<file path="config.mk">
export PLATFORM = sky130hd
export DESIGN_NAME = mux_scan_nx1_flat
export DESIGN_NICKNAME = d
export VERILOG_FILES = /design/src/rtl/mux_scan_if.sv /design/src/rtl/mux_scan_nx1.sv /design/src/flat_wrapper.sv
export SDC_FILE = /design/constraint.sdc
export NUM_CORES = 1
export LEC_CHECK = 0
export BUFFER_PORTS_ARGS = -buffer_cell sky130_fd_sc_hd__buf_4
export CAP_MARGIN = 20
export CORE_UTILIZATION = 25
export DETAILED_ROUTE_END_ITERATION = 8
export GPL_TIMING_DRIVEN = 0
export PLACE_DENSITY = 0.43
export RECOVER_POWER = 100
export REMOVE_ABC_BUFFERS = 1
export SLEW_MARGIN = 20
export SYNTH_ARGS = -nofsm -noshare
export SYNTH_HDL_FRONTEND = slang
export SYNTH_SLANG_ARGS = --single-unit
</file>
<file path="constraint.sdc">
create_clock -name clk -period 1.9 [get_ports clk]
set_input_delay 0.38 -clock clk [delete_from_list [all_inputs] [get_ports clk]]
set_output_delay 0.38 -clock clk [all_outputs]
set_load 0.1 [all_outputs]
</file>
<file path="src/rtl/mux_scan_if.sv">
// Channel bus for mux_scan_nx1: mode/scan controls and packed channel data in,
// registered selection, strobes and status out.
interface mux_scan_if #(
  parameter int unsigned N = 8,
  parameter int unsigned W = 1
);
  localparam int unsigned SW = $clog2(N);

  logic              mode;
  logic              start;
  logic              hold;
  logic [SW-1:0]     sel_in;
  logic [N*W-1:0]    din;
  logic [W-1:0]      y;
  logic              y_valid;
  logic [SW-1:0]     sel_out;
  logic              busy;
  logic              done;

  modport master (
    output mode, start, hold, sel_in, din,
    input  y, y_valid, sel_out, busy, done
  );

  modport slave (
    input  mode, start, hold, sel_in, din,
    output y, y_valid, sel_out, busy, done
  );
endinterface

</file>
<file path="src/rtl/mux_scan_nx1.sv">
// N:1 W-bit multiplexer with registered output; selection comes either from
// sel_in (manual) or from an internal one-shot sweep of all channels (scan).
module mux_scan_nx1 #(
  parameter int unsigned N = 8,
  parameter int unsigned W = 1
) (
  input  logic      clk,
  input  logic      rst_n,
  mux_scan_if.slave bus
);

  localparam int unsigned  SW     = $clog2(N);
  localparam logic [SW-1:0] LAST  = SW'(N - 1);
  localparam logic [SW:0]   N_EXT = (SW + 1)'(N);

  localparam logic [0:0] S_IDLE = 1'b0;
  localparam logic [0:0] S_SCAN = 1'b1;

  logic [0:0]    r_state;
  logic [SW-1:0] r_idx;
  logic [W-1:0]  r_y;
  logic          r_y_valid;
  logic [SW-1:0] r_sel_out;
  logic          r_busy;
  logic          r_done;

  logic [0:0]    w_state_nxt;
  logic [SW-1:0] w_idx_nxt;
  logic [W-1:0]  w_y_nxt;
  logic          w_y_valid_nxt;
  logic [SW-1:0] w_sel_out_nxt;
  logic          w_busy_nxt;
  logic          w_done_nxt;
  logic          w_sel_in_range;

  // Compare-based select so out-of-range indices never address din.
  function automatic logic [W-1:0] pick(input logic [N*W-1:0] d,
                                        input logic [SW-1:0]  s);
    logic [W-1:0] r;
    r = '0;
    for (int k = 0; k < N; k++) begin
      if (s == SW'(k)) r = d[k*W +: W];
    end
    return r;
  endfunction

  assign w_sel_in_range = ({1'b0, bus.sel_in} < N_EXT);

  always_comb begin
    w_state_nxt   = r_state;
    w_idx_nxt     = r_idx;
    w_y_nxt       = r_y;
    w_y_valid_nxt = 1'b0;
    w_sel_out_nxt = r_sel_out;
    w_busy_nxt    = r_busy;
    w_done_nxt    = 1'b0;

    case (r_state)
      S_IDLE: begin
        if (!bus.mode) begin
          w_sel_out_nxt = bus.sel_in;
          w_y_nxt       = w_sel_in_range ? pick(bus.din, bus.sel_in) : '0;
          w_y_valid_nxt = w_sel_in_range;
        end else if (bus.start) begin
          w_state_nxt = S_SCAN;
          w_idx_nxt   = '0;
          w_busy_nxt  = 1'b1;
        end
      end
      S_SCAN: begin
        // hold freezes the index and suppresses the strobe; y/sel_out keep value
        if (!bus.hold) begin
          w_y_nxt       = pick(bus.din, r_idx);
          w_sel_out_nxt = r_idx;
          w_y_valid_nxt = 1'b1;
          if (r_idx == LAST) begin
            w_done_nxt  = 1'b1;
            w_busy_nxt  = 1'b0;
            w_idx_nxt   = '0;
            w_state_nxt = S_IDLE;
          end else begin
            w_idx_nxt = r_idx + 1'b1;
          end
        end
      end
      default: begin
        w_state_nxt = S_IDLE;
        w_idx_nxt   = '0;
        w_busy_nxt  = 1'b0;
      end
    endcase
  end

  always_ff @(posedge clk or negedge rst_n) begin
    if (!rst_n) begin
      r_state   <= S_IDLE;
      r_idx     <= '0;
      r_y       <= '0;
      r_y_valid <= 1'b0;
      r_sel_out <= '0;
      r_busy    <= 1'b0;
      r_done    <= 1'b0;
    end else begin
      r_state   <= w_state_nxt;
      r_idx     <= w_idx_nxt;
      r_y       <= w_y_nxt;
      r_y_valid <= w_y_valid_nxt;
      r_sel_out <= w_sel_out_nxt;
      r_busy    <= w_busy_nxt;
      r_done    <= w_done_nxt;
    end
  end

  assign bus.y       = r_y;
  assign bus.y_valid = r_y_valid;
  assign bus.sel_out = r_sel_out;
  assign bus.busy    = r_busy;
  assign bus.done    = r_done;

endmodule

</file>
<file path="src/flat_wrapper.sv">
// flat-port wrapper written by rule: the top's interface ports become plain ports
module mux_scan_nx1_flat 
#(
  parameter int unsigned N = 8,
  parameter int unsigned W = 1
)
  (clk, rst_n, bus_mode, bus_start, bus_hold, bus_sel_in, bus_din, bus_y, bus_y_valid, bus_sel_out, bus_busy, bus_done);
  mux_scan_if #(.N(N), .W(W)) bus_i ();
  input  logic clk;
  input  logic rst_n;
  input wire logic [$bits(bus_i.mode)-1:0] bus_mode;
  input wire logic [$bits(bus_i.start)-1:0] bus_start;
  input wire logic [$bits(bus_i.hold)-1:0] bus_hold;
  input wire logic [$bits(bus_i.sel_in)-1:0] bus_sel_in;
  input wire logic [$bits(bus_i.din)-1:0] bus_din;
  output wire logic [$bits(bus_i.y)-1:0] bus_y;
  output wire logic [$bits(bus_i.y_valid)-1:0] bus_y_valid;
  output wire logic [$bits(bus_i.sel_out)-1:0] bus_sel_out;
  output wire logic [$bits(bus_i.busy)-1:0] bus_busy;
  output wire logic [$bits(bus_i.done)-1:0] bus_done;
  assign bus_i.mode = bus_mode;
  assign bus_i.start = bus_start;
  assign bus_i.hold = bus_hold;
  assign bus_i.sel_in = bus_sel_in;
  assign bus_i.din = bus_din;
  assign bus_y = bus_i.y;
  assign bus_y_valid = bus_i.y_valid;
  assign bus_sel_out = bus_i.sel_out;
  assign bus_busy = bus_i.busy;
  assign bus_done = bus_i.done;
  mux_scan_nx1 #(.N(N), .W(W)) u_core (.clk(clk), .rst_n(rst_n), .bus(bus_i));
endmodule
</file>
==> impl_metrics.env, run 1 <==
export IMPL_maxSlewHeadroom_pct=60.6
export IMPL_synth_commonest_cells="dfrtp_1 (11), a21oi_1 (8), ha_1 (6), mux2i_1 (6), nand2_1 (6)"
export IMPL_layout_setup_ws_ns=0.171
export IMPL_worstMarginPinSlew_ns=0.590
export IMPL_cts_sinks=11
export IMPL_place_hpwl_um=1350
export IMPL_clk_pin_slew_worst_paths_ns=0.07
export IMPL_drv_cap=0
export IMPL_diodes=0
export IMPL_vias=615
export IMPL_end_kind="flip-flop"
export IMPL_ys_flop_type="dfrtp_1"
export IMPL_synth_async_reset_ratio_pct=100
export IMPL_antenna_left=0
export IMPL_synth_edf_count=0
export IMPL_postCtsSetupBuffers=0
export IMPL_utilization_pct=34.3
export IMPL_cts_tree="done"
export IMPL_fin_crit_ns=1.73
export IMPL_final_fill_count=287
export IMPL_synth_cells=70
export IMPL_crit_path_start_kind="flip-flop"
export IMPL_core_mm2=0.00273
export IMPL_yosys_area_top_type="dfrtp_1"
export IMPL_period_share_pct=91.0
export IMPL_wirelength_um=1610
export IMPL_gp_congestion=0.704
export IMPL_drt_iter0_drc=12
export IMPL_clk_insertion_delay_late_ns=0.26
export IMPL_synth_top_area_share_pct=38.1
export IMPL_synth_area_leaders="dfrtp_1 (38%), ha_1 (10%), mux2i_1 (8.3%)"
export IMPL_grt_overflow_total=0
export IMPL_cp_slowest_cell="dfrtp_2"
export IMPL_path_max_fanout=7
export IMPL_fin_nets=119
export IMPL_grt_usage_pct=11.6
export IMPL_crit_buf_inv=1
export IMPL_crit_family="compound AO/OA/AOI/OAI gates"
export IMPL_grt_pass1_vias=622
export IMPL_drive_above_1_share_pct=28.1
export IMPL_powerDensity_mw_per_mm2=1690
export IMPL_chipWidth_um=55.7
export IMPL_rows=19
export IMPL_maxClockFrequency_mhz=578
export IMPL_place_area_um2=921
export IMPL_ios=23
export IMPL_die_area_mm2=0.00311
export IMPL_netlist_area_um2=722
export IMPL_synth_cell_type_count=25
export IMPL_cts_root_buf="clkbuf_4"
export IMPL_clk_path_buf_depth=2
export IMPL_antenna_found_initial=0
export IMPL_syn2layout_area_growth_pct=30.0
export IMPL_ys_warnings_count=0
export IMPL_crit_type="flip-flop to flip-flop"
export IMPL_critPathArrivalTime_ns=1.88
export IMPL_p_leak_nw=0.472
export IMPL_status="finished clean"
export IMPL_via_per_inst=4.84
export IMPL_critPathRequiredTime_ns=2.05
export IMPL_rsz0062_at_grt="false"
export IMPL_finalSetupViolCount=0
export IMPL_clock_skew_ns=0.00514
export IMPL_cts_buffers=3
export IMPL_routedWlPerCell_um=12.7
export IMPL_ys_ff_latch=11
export IMPL_firstDrtPassIters=4
export IMPL_fin_area_um2=938
export IMPL_slowest_delay_ns=0.44
export IMPL_power_mw=1.59
export IMPL_final_hold_viol_count=0
export IMPL_place_ws_ns=0.0918
export IMPL_ir_drop_mv=1.19
export IMPL_synth_area_per_cell_um2=10.3
export IMPL_cts_htree_levels=1
export IMPL_path_cells="inv_1 > ha_1 > or3b_1 > a21oi_1 > o21ai_0 > a31o_1"
export IMPL_grt_pass1_wl_um=2790
export IMPL_finalSetupTns_ns=0
export IMPL_drv_slew=0
export IMPL_seq_area_frac_synth_pct=38.1
export IMPL_die_y_um=55.7
export IMPL_buffer_ports_inserted=22
export IMPL_drc=0
export IMPL_grt_max_degree=13
export IMPL_synth_most_common_cell="dfrtp_1"
export IMPL_holdCritPathClass="input pin to flip-flop"
export IMPL_start_util_pct=26.4
==> report_power, final <==
| group | switching (mW) | internal (mW) | leakage (nW) |
|---|---|---|---|
| Clock | 0.0766 | 0.0777 | 0.0177 |
| Sequential | 0.122 | 0.335 | 0.129 |
| Combinational | 0.696 | 0.282 | 0.326 |
| Total | 0.895 | 0.695 | 0.472 |
==> layout by cell type (no fill, tap or decap), types with 2 or more instances in the layout <==
cell type / Yosys / final
mux4_1: 2 / 2
mux2i_1: 6 / 6
clkbuf_4: 0 / 3
nor2_1: 5 / 5
a21oi_1: 8 / 8
o211ai_1: 2 / 2
o21ai_0: 3 / 3
clkbuf_2: 0 / 7
buf_4: 0 / 14
dfrtp_1: 11 / 10
nand2b_1: 2 / 2
inv_1: 5 / 5
nand2_1: 6 / 6
ha_1: 6 / 6
==> sequential cells by signal, summed over array words and instances (netlist names) <==
name and flops:
u_core.bus.busy 1, u_core.bus.y_valid 1, u_core.bus.done 1, u_core.bus.y 1, u_core.bus.sel_out 3, u_core.r_idx 3, u_core.r_state 1
==> kinds of logic (layout without fill, tap and decap cells) <==
| kind of cell | count (synthesis) | after routing | synth area share [%] |
|---|---|---|---|
| and+or+nand+nor | 20 | 20 | 14.2 |
| AOI/OAI and AO/OA | 18 | 18 | 15.3 |
| DFF | 11 | 11 | 38.1 |
| muxes | 9 | 9 | 18.7 |
| adders and majority gates | 6 | 6 | 10.4 |
| buffers and inverters | 6 | 32 | 3.29 |
==> timing repair <==
action | in CTS | in global routing
gates resized for setup | 0 | 1
setup endpoints to repair | 0 | 1
hold buffers | 1 | 0
hold endpoints to repair | 11 | 0
==> stage by stage <==
stage / instances / hold WS, ns
after detailed placement: 122 / 0.222
after floorplan: 69 / 0.0844
after global routing: 127 / 0.371
final: 127 / 0.380
after global placement: 122 / 0.223
after CTS: 127 / 0.378
==> path summary, 6_finish.rpt <==
check,from,end,slack (ns),cells after the start
setup / recovery,u_core.r_idx[0]$_DFFE_PN0P_,u_core.bus.y$_DFFE_PN0P_,0.17,6
hold reg to reg,u_core.bus.sel_out[0]$_DFFE_PN0P_,u_core.bus.sel_out[0]$_DFFE_PN0P_,0.53,2
hold / removal,bus_mode,u_core.bus.y_valid$_DFF_PN0_,0.38,2
max in group asynchronous,rst_n,u_core.r_idx[0]$_DFFE_PN0P_,0.86,2
setup reg to reg,u_core.r_idx[0]$_DFFE_PN0P_,u_core.bus.y$_DFFE_PN0P_,0.17,6
min in group asynchronous,rst_n,u_core.bus.done$_DFF_PN0_,0.62,2
==> per-layer routing <==
layer	up-vias	track usage [%]	wire, um
li1	304	-	-
met1	295	13.8	727
met2	14	19.4	806
met3	2	1.63	45
met4	0	7.50	34
met5	-	0	0
==> final cells by class <==
class	count	area, um^2	share of cell area [%]
Timing Repair Buffer	23	154	16.4
Sequential cell	11	277	29.5
Tap cell	31	38.8	4.13
Inverter	5	18.8	2.00
Clock inverter	1	5.00	0.533
Clock buffer	3	22.5	2.40
Multi-Input combinational cell	53	423	45.1
(Power assumes the default switching activity.)
==> run 2: changes to the inputs <==
Settings changed: CORE_MARGIN from default to 2, CORE_UTILIZATION 25 to 48, PLACE_DENSITY 0.43 to 0.74.
==> run 2 against run 1 <==
Net effect: final area fell by 3.6%; setup slack got worse by 0.066 ns; flip-flop and latch count did not move; via count fell by 3.4%; core utilization rose by 33 points; worst hold slack improved by 0.022 ns; sequential power fell by 0.9%; fmax fell by 3.7%; clock skew fell by 0.0023 ns; critical path depth did not move; largest power group unchanged.
==> impl_metrics.env, run 2 (synthesis results as in run 1) <==
export IMPL_final_fill_count=116
export IMPL_period_share_pct=94.5
export IMPL_finalSetupTns_ns=0
export IMPL_final_hold_viol_count=0
export IMPL_met3_usage_pct=3.40
export IMPL_grt_util_met1_pct=19.9
export IMPL_vias=594
export IMPL_drc=0
export IMPL_holdCritPathClass="input pin to flip-flop"
export IMPL_critPathRequiredTime_ns=2.06
export IMPL_routedWlPerCell_um=14.6
export IMPL_clk_path_buf_depth=2
export IMPL_crit_path_start_kind="flip-flop"
export IMPL_grt_usage_pct=19.8
export IMPL_cts_root_buf="clkbuf_4"
export IMPL_ir_drop_mv=0.935
export IMPL_fin_nets=119
export IMPL_cts_resized=0
export IMPL_multiInputGateArea_um2=410
export IMPL_place_ws_ns=0.128
export IMPL_fin_area_um2=905
export IMPL_worstMarginPinSlew_ns=0.572
export IMPL_grt_pass1_vias=617
export IMPL_holdWs_ns=0.401
export IMPL_clock_skew_ns=0.00285
export IMPL_antenna_left=0
export IMPL_grt_max_degree=13
export IMPL_grt_busiest_layer="met2"
export IMPL_start_util_pct=53.5
export IMPL_final_cell_count_no_fill=111
export IMPL_ff_latch_area_um2=275
export IMPL_cts_sinks=11
export IMPL_clk_insertion_delay_late_ns=0.26
export IMPL_grt_overflow_total=0
export IMPL_grt_pass1_wl_um=2680
export IMPL_chipWidth_um=42.8
export IMPL_layout_setup_ws_ns=0.105
export IMPL_drt_iter0_drc=8
export IMPL_place_area_um2=901
export IMPL_cts_tree="done"
export IMPL_gp_congestion=0.750
export IMPL_firstDrtPassIters=3
export IMPL_fin_crit_ns=1.79
export IMPL_utilization_pct=67.0
export IMPL_final_common_cell="buf_4"
export IMPL_path_max_fanout=7
export IMPL_p_leak_nw=0.476
export IMPL_power_mw=1.57
export IMPL_end_kind="flip-flop"
export IMPL_finalSetupViolCount=0
export IMPL_cts_htree_levels=1
export IMPL_place_hpwl_um=1270
export IMPL_maxClockFrequency_mhz=557
export IMPL_drv_cap=0
export IMPL_core_mm2=0.00135
export IMPL_maxSlewHeadroom_pct=60.8
export IMPL_buffer_ports_inserted=22
export IMPL_postCtsSetupBuffers=0
export IMPL_die_y_um=42.8
export IMPL_antenna_found_initial=0
export IMPL_drive_above_1_share_pct=26.0
export IMPL_syn2layout_area_growth_pct=25.3
export IMPL_dp_cells=106
export IMPL_critPathArrivalTime_ns=1.95
export IMPL_status="finished clean"
export IMPL_rsz0062_at_grt="false"
export IMPL_ios=23
export IMPL_via_per_inst=5.35
export IMPL_die_area_mm2=0.00183
export IMPL_final_cell_mix="buf_4 (14), dfrtp_1 (11), a21oi_1 (8), mux2i_1 (7), clkbuf_2 (7)"
export IMPL_ctsHoldBuffers=1
export IMPL_crit_type="flip-flop to flip-flop"
export IMPL_clk_pin_slew_worst_paths_ns=0.07
export IMPL_rows=13
export IMPL_diodes=0
export IMPL_cts_buffers=3
export IMPL_gr_usage_met2_pct=36.4
export IMPL_wirelength_um=1620
export IMPL_drv_slew=0
export IMPL_powerDensity_mw_per_mm2=1740
-- run 2: cell counts in the layout (fill, tap and decap cells not counted) --
No cell type changed its count.
-- run 2: layer usage --
metal,up-vias,share of wire [%]
met1,268,40
li1,310,-
met3,4,3.2
met5,-,0
met2,12,54
met4,0,1.9
-- run 2: area by class of cell --
cell class	count	share of cell area, %
Timing Repair Buffer	23	17.0
Clock inverter	1	0.553
Inverter	5	2.07
Sequential cell	11	30.4
Multi-Input combinational cell	53	45.4
Tap cell	15	2.07
Clock buffer	3	2.49
-- run 2: worst paths after layout --
kind | startpoint | end | slack [ns] | cells after the start
max in group asynchronous | rst_n | u_core.bus.done$_DFF_PN0_ | 0.90 | 2
setup reg to reg | u_core.r_idx[0]$_DFFE_PN0P_ | u_core.bus.y$_DFFE_PN0P_ | 0.11 | 6
min in group asynchronous | rst_n | u_core.bus.sel_out[0]$_DFFE_PN0P_ | 0.62 | 2
setup / recovery | u_core.r_idx[0]$_DFFE_PN0P_ | u_core.bus.y$_DFFE_PN0P_ | 0.11 | 6
hold reg to reg | u_core.bus.busy$_DFFE_PN0P_ | u_core.bus.busy$_DFFE_PN0P_ | 0.54 | 2
hold / removal | bus_start | u_core.r_state$_DFF_PN0_ | 0.40 | 3
-- run 2: power by group --
| part | internal (mW) | total [mW] | switching, mW |
|---|---|---|---|
| combinational | 0.272 | 0.965 | 0.693 |
| sequential | 0.333 | 0.453 | 0.119 |
| clock | 0.0778 | 0.156 | 0.0785 |
-- run 2: critical path, stage by stage (launching register included) --
cell and delay, ns:
dfrtp_1 0.48, inv_1 0.11, ha_1 0.26, or3b_1 0.39, a21oi_1 0.14, o21ai_0 0.09
a31o_1 0.22
